<file path="config.mk">
export PLATFORM = sky130hd
export DESIGN_NAME = mem_arbiter
export DESIGN_NICKNAME = d
export VERILOG_FILES = /design/src/rtl/mem_arbiter.sv
export SDC_FILE = /design/constraint.sdc
export NUM_CORES = 1
export LEC_CHECK = 0
export CAP_MARGIN = 30
export CORE_MARGIN = 2
export CORE_UTILIZATION = 30
export DETAILED_ROUTE_END_ITERATION = 10
export PLACE_DENSITY = 0.71
export SYNTH_ARGS = -nofsm -noshare
export SYNTH_HDL_FRONTEND = slang
export SYNTH_SLANG_ARGS = --single-unit
export TNS_END_PERCENT = 30
</file>
<file path="constraint.sdc">
create_clock -name clk -period 3.6 [get_ports clk]
set_clock_uncertainty 0.15 [all_clocks]
set_input_delay 0.9 -clock clk [delete_from_list [all_inputs] [get_ports clk]]
set_output_delay 0.9 -clock clk [all_outputs]
set_load 0.1 [all_outputs]
</file>
<file path="src/rtl/mem_arbiter.sv">
// -----------------------------------------------------------------------------
// mem_arbiter
//   Shares one memory port between the ICache miss path (read only) and the
//   DCache miss/write path. It grants one requester at a time from IDLE,
//   launches the latched transaction on the memory port and routes the
//   response back only to the owner. A response timeout makes sure a stuck
//   memory cannot hang either cache.
//
//   Optional feature macro: MEM_ARB_RR_EN
//     undefined : fixed priority, DCache wins over ICache
//     defined   : round-robin between the two requesters on a tie
//
//   TIMEOUT_CYCLES = 0 disables the timeout.
// -----------------------------------------------------------------------------
module mem_arbiter #(
    parameter int ADDR_W         = 32,
    parameter int DATA_W         = 32,
    parameter int TIMEOUT_CYCLES = 256
) (
    input  logic              clk,
    input  logic              reset,

    // ICache read request / response
    input  logic              i_req_valid,
    input  logic [ADDR_W-1:0] i_req_addr,
    output logic              i_resp_valid,
    output logic [DATA_W-1:0] i_resp_data,
    output logic              i_resp_err,

    // DCache read/write request / response
    input  logic              d_req_valid,
    input  logic              d_req_we,
    input  logic [ADDR_W-1:0] d_req_addr,
    input  logic [DATA_W-1:0] d_req_wdata,
    output logic              d_resp_valid,
    output logic [DATA_W-1:0] d_resp_data,
    output logic              d_resp_err,

    // Memory port
    output logic              mem_req_valid,
    output logic              mem_req_we,
    output logic [ADDR_W-1:0] mem_req_addr,
    output logic [DATA_W-1:0] mem_req_wdata,
    input  logic              mem_req_ready,
    input  logic              mem_resp_valid,
    input  logic [DATA_W-1:0] mem_resp_data,

    output logic              busy
);

    // -------------------------------------------------------------------------
    // Local types and constants
    // -------------------------------------------------------------------------
    typedef enum logic [1:0] {
        ST_IDLE = 2'd0,
        ST_REQ  = 2'd1,
        ST_WAIT = 2'd2,
        ST_RESP = 2'd3
    } state_e;

    // Owner encoding; reset value 0 means ICache.
    localparam logic OWN_I = 1'b0;
    localparam logic OWN_D = 1'b1;

    // The counter only has to reach TIMEOUT_CYCLES-1.
    localparam int CNT_W = (TIMEOUT_CYCLES > 1) ? $clog2(TIMEOUT_CYCLES) : 1;
    localparam bit TO_EN = (TIMEOUT_CYCLES > 0);
    localparam logic [CNT_W-1:0] TO_LAST =
        (TIMEOUT_CYCLES > 0) ? CNT_W'(TIMEOUT_CYCLES - 1) : '0;

    // -------------------------------------------------------------------------
    // State
    // -------------------------------------------------------------------------
    state_e              state_q,  state_d;
    logic                owner_q,  owner_d;
    logic [ADDR_W-1:0]   addr_q,   addr_d;
    logic                we_q,     we_d;
    logic [DATA_W-1:0]   wdata_q,  wdata_d;
    logic [DATA_W-1:0]   rdata_q,  rdata_d;
    logic                err_q,    err_d;
    logic [CNT_W-1:0]    cnt_q,    cnt_d;

    logic                any_req;
    logic                pick_d;     // 1 = DCache wins this arbitration
    logic                to_hit;
    logic [CNT_W-1:0]    cnt_inc;

    assign any_req = i_req_valid | d_req_valid;
    assign to_hit  = TO_EN && (cnt_q == TO_LAST);
    // With the timeout disabled the counter simply holds.
    assign cnt_inc = TO_EN ? (cnt_q + CNT_W'(1)) : cnt_q;

    // -------------------------------------------------------------------------
    // Arbitration
    // -------------------------------------------------------------------------
`ifdef MEM_ARB_RR_EN
    logic last_grant_q, last_grant_d;

    // Round-robin: on a tie the requester that was not granted last wins.
    always_comb begin
        if (i_req_valid && d_req_valid) begin
            pick_d = (last_grant_q == OWN_I);
        end else begin
            pick_d = d_req_valid;
        end
    end

    // Remember who was granted so the next tie goes the other way.
    always_comb begin
        last_grant_d = last_grant_q;
        if (state_q == ST_IDLE && any_req) begin
            last_grant_d = pick_d ? OWN_D : OWN_I;
        end
    end

    // Round-robin history register.
    always_ff @(posedge clk or posedge reset) begin
        if (reset) begin
            last_grant_q <= OWN_I;
        end else begin
            last_grant_q <= last_grant_d;
        end
    end
`else
    // Fixed priority: DCache always wins when it is requesting.
    always_comb begin
        pick_d = d_req_valid;
    end
`endif

    // -------------------------------------------------------------------------
    // Next-state and datapath logic
    // -------------------------------------------------------------------------
    // Compute next state, latch the winner's request and capture the response.
    always_comb begin
        // NOTE: every variable gets a default first so no path can infer a latch.
        state_d = state_q;
        owner_d = owner_q;
        addr_d  = addr_q;
        we_d    = we_q;
        wdata_d = wdata_q;
        rdata_d = rdata_q;
        err_d   = err_q;
        cnt_d   = cnt_q;

        unique case (state_q)
            ST_IDLE: begin
                if (any_req) begin
                    state_d = ST_REQ;
                    owner_d = pick_d ? OWN_D : OWN_I;
                    addr_d  = pick_d ? d_req_addr : i_req_addr;
                    // ICache only reads, so its we and wdata are forced to 0.
                    we_d    = pick_d & d_req_we;
                    wdata_d = pick_d ? d_req_wdata : '0;
                    rdata_d = '0;
                    err_d   = 1'b0;
                    cnt_d   = '0;
                end
            end

            ST_REQ: begin
                // A response in REQ is not expected and is ignored.
                if (to_hit) begin
                    state_d = ST_RESP;
                    rdata_d = '0;
                    err_d   = 1'b1;
                end else begin
                    cnt_d = cnt_inc;
                    if (mem_req_ready) begin
                        state_d = ST_WAIT;
                    end
                end
            end

            ST_WAIT: begin
                // A real response beats a coincident timeout.
                if (mem_resp_valid) begin
                    state_d = ST_RESP;
                    rdata_d = we_q ? '0 : mem_resp_data;
                    err_d   = 1'b0;
                end else if (to_hit) begin
                    state_d = ST_RESP;
                    rdata_d = '0;
                    err_d   = 1'b1;
                end else begin
                    cnt_d = cnt_inc;
                end
            end

            ST_RESP: begin
                state_d = ST_IDLE;
            end

            default: begin
                state_d = ST_IDLE;
            end
        endcase
    end

    // State and datapath registers; reset drops any transaction in flight.
    always_ff @(posedge clk or posedge reset) begin
        if (reset) begin
            state_q <= ST_IDLE;
            owner_q <= OWN_I;
            addr_q  <= '0;
            we_q    <= 1'b0;
            wdata_q <= '0;
            rdata_q <= '0;
            err_q   <= 1'b0;
            cnt_q   <= '0;
        end else begin
            // NOTE: non-blocking assignments keep every register sampling
            // pre-edge values, independent of statement order.
            state_q <= state_d;
            owner_q <= owner_d;
            addr_q  <= addr_d;
            we_q    <= we_d;
            wdata_q <= wdata_d;
            rdata_q <= rdata_d;
            err_q   <= err_d;
            cnt_q   <= cnt_d;
        end
    end

    // -------------------------------------------------------------------------
    // Outputs
    // -------------------------------------------------------------------------
    // Outputs decode straight from registers, so reset clears them at once.
    always_comb begin
        mem_req_valid = (state_q == ST_REQ);
        mem_req_we    = we_q;
        mem_req_addr  = addr_q;
        mem_req_wdata = wdata_q;
        busy          = (state_q != ST_IDLE);

        i_resp_valid  = (state_q == ST_RESP) && (owner_q == OWN_I);
        d_resp_valid  = (state_q == ST_RESP) && (owner_q == OWN_D);

        // Data and error are held at 0 for the requester that is not answered.
        i_resp_data   = i_resp_valid ? rdata_q : '0;
        i_resp_err    = i_resp_valid & err_q;
        d_resp_data   = d_resp_valid ? rdata_q : '0;
        d_resp_err    = d_resp_valid & err_q;
    end

endmodule

</file>
==> impl_metrics.py <==
metrics = {
    "global_routing": {
        "grtUsageTotal": 0.1746,
        "antenna_found_initial": 0,
        "grt_pass1_vias": 4557,
        "grt_max_degree": 67,
        "grt_pass1_wl_um": 24880,
        "grt_overflow": 0,
    },
    "synth": {
        "synthFlopType": "dfrtp_1",
        "netlist_instances": 516,
        "synth_edf_count": 0,
        "syn-cell-area_mm2": 0.005135,
        "yosys_register_bits": 109,
        "yosysSeqAreaShare": 0.5312,
        "synth_area_leaders": "dfrtp_1 53%, nand2_1 8.0%, mux2i_1 6.8%",
        "synthArstFlopShare": 1.000,
        "synth_top_area_cell": "dfrtp_1",
        "synth_common_cells": "109 x dfrtp_1, 109 x nand2_1, 37 x nand3_1, 35 x mux2i_1, 35 x o21ai_0",
        "syn_nets": 658,
        "yosysWarnings": 0,
        "synth_top_area_share": 0.5312,
        "synthDistinctLibCells": 36,
        "avgSynthCellArea_um2": 9.951,
    },
    "layout": {
        "antenna_cells": 0,
        "num-fill-cells": 1510,
        "seq_area_mm2": 0.002728,
        "multi_input_area_mm2": 0.002201,
        "synthToLayoutAreaGrowth_pct": 64.72,
        "final_layout_size_suffix_gt1_frac": 0.2219,
        "num-nets-final": 912,
        "finalInstanceArea_mm2": 0.008458,
        "fin_util": 0.5082,
    },
    "sta": {
        "setup_violations": 0,
        "final.min_clock_period_ns": 3.117,
        "worst_pin_slew_ns": 0.9231,
        "rsz0062_at_grt": "false",
        "max_freq_mhz": 320.8,
        "hold_viol": 0,
        "hold-worst-slack_ns": 0.3209,
        "fin_ws_ns": 0.4832,
        "maxSlewHeadroom": 0.3846,
        "drv_slew": 0,
        "finalCritPeriodShare": 0.8658,
    },
    "clocking": {
        "cts_buffers": 9,
        "cts_tree": "yes",
        "clk_path_buf_depth": 2,
        "clock-sinks": 109,
        "postCtsSetupBuffers": 0,
        "clkLatencyLatePin_ns": 0.34,
        "clkTransAtPathRegs_ns": 0.07,
        "clock-root-buffer": "clkbuf_16",
        "ctsHoldBuffers": 0,
        "cts_resized": 0,
        "htree_levels": 3,
    },
    "critical_path": {
        "endpoint": "i_resp_data[3]",
        "critPathKind": "reg2out",
        "slowest_delay_ns": 0.42,
        "startpoint": "state_q[1]",
        "critical_path_arrival_ns": 2.07,
        "r2r_setup_slack_ns": 1.20,
        "cp-end-kind": "output port",
        "timing.rr.end": "rdata_q[18]",
        "worstSetupStartpointType": "register",
        "cpMaxStageDelayCell": "dfrtp_1",
        "r2r-start": "state_q[0]",
        "required_ns": 2.55,
        "crit_path_max_fanout": 25,
        "r2r_cells": 7,
        "cp_cell_sequence": "ha_1 > nor2b_1 > buf_4 > and2_1 > buf_12",
    },
    "power": {
        "total_power_mw": 8.351,
        "power.density_mw_per_mm2": 987.3,
        "peakVddDrop_mv": 0.6970,
        "p_leak_nw": 4.163,
    },
    "floorplanning": {
        "ioPinCount": 270,
        "floorplan.die_area_mm2": 0.01818,
        "initial_core_util": 0.3085,
        "die_h_um": 134.8,
        "fp.dieW_um": 134.8,
        "core_mm2": 0.01664,
        "rows": 47,
    },
    "placed_design": {
        "place.detailed.hpwl_um": 12020,
        "dpl-instance-area_mm2": 0.008150,
        "pre_cts_slack_ns": 0.5230,
        "io_buffer_count": 269,
        "gp_congestion": 0.7905,
    },
    "worst_hold_path": {
        "worstHoldPathCells": 2,
        "min_path_type": "reg2reg",
    },
    "route": {
        "drtIter0Drc": 184,
        "drcViolationCount": 0,
        "wl_um": 15830,
        "drtPass1Iterations": 5,
        "dr_total_vias": 4690,
        "antenna_left": 0,
        "detail_route.wl_per_cell_um": 15.91,
        "via_per_inst": 4.714,
    },
    "run": {
        "max-cap-violations": 0,
    },
    "run_status": {
        "outcome": "finished clean",
    },
}
==> through the flow <==
stage,TNS [ns],std cells
2_1_floorplan,-2.052,516
3_3_place_gp,0,979
3_5_place_dp,0,979
4_1_cts,0,995
5_1_grt,0,995
6_report,0,995
==> worst max-delay path, delay by kind of cell (launching register included) <==
| family | cells | cell delay (ns) |
|---|---|---|
| AND/OR/NAND/NOR | 2 | 0.45 |
| buffers and inverters | 2 | 0.44 |
| flip-flops | 1 | 0.42 |
| adder cells (fa/ha/maj) | 1 | 0.41 |
==> layout by cell type (no fill, tap or decap), drive strengths merged, types with 8 or more instances in the layout <==
cell	count
buf	150
dfrtp	109
mux2i	35
and2	34
nand2	109
and3	33
clkbuf	9
a22o	32
inv	8
o21ai	37
clkdlybuf4s50	133
nand3	37
==> report_power, final <==
part           switching, mW  leakage, nW  internal (mW)
Combinational           4.18         2.59           1.13
Clock                  0.482        0.150          0.553
Sequential             0.311         1.42           1.69
Total                   4.98         4.16           3.38
==> cells by family after synthesis <==
family	share of synthesized area
buffers and inverters	0.04240
AND/OR/NAND/NOR	0.2298
AO/OA/AOI/OAI	0.1114
multiplexers	0.06823
flip-flops	0.5312
adder cells (fa/ha/maj)	0.01706
==> final cells by class <==
cell class                      count  area share
Clock inverter                      7    0.009763
Multi-Input combinational cell    361      0.2602
Timing Repair Buffer              283      0.3453
Inverter                            6    0.003107
Sequential cell                   109      0.3225
Tap cell                          220     0.03254
Clock buffer                        9     0.02663
==> state kept, by name (all words and copies together) (netlist names) <==
| signal | flops |
|---|---|
| state_q | 2 |
| owner_q | 1 |
| err_q | 1 |
| cnt_q | 8 |
| mem_req_we | 1 |
| mem_req_wdata | 32 |
| mem_req_addr | 32 |
| rdata_q | 32 |
==> metal layers <==
metal	vias up	track usage	routed length, µm
li1	2294	-	-
met1	2174	0.2084	6352
met2	205	0.2910	7598
met3	17	0.06569	1620
met4	0	0.05731	254
met5	-	0	0
==> how the worst min path moves through the flow <==
stage / start / end / slack [ns]
after floorplan: rdata_q[30] / rdata_q[30] / 0.33
final: mem_req_wdata[28] / mem_req_wdata[28] / 0.32
after CTS: mem_req_wdata[25] / mem_req_wdata[25] / 0.33
after global routing: mem_req_wdata[7] / mem_req_wdata[7] / 0.34
after detailed placement: mem_req_wdata[17] / mem_req_wdata[17] / 0.31
after global placement: mem_req_wdata[25] / mem_req_wdata[25] / 0.30
Power figures use the tool's default switching activity.
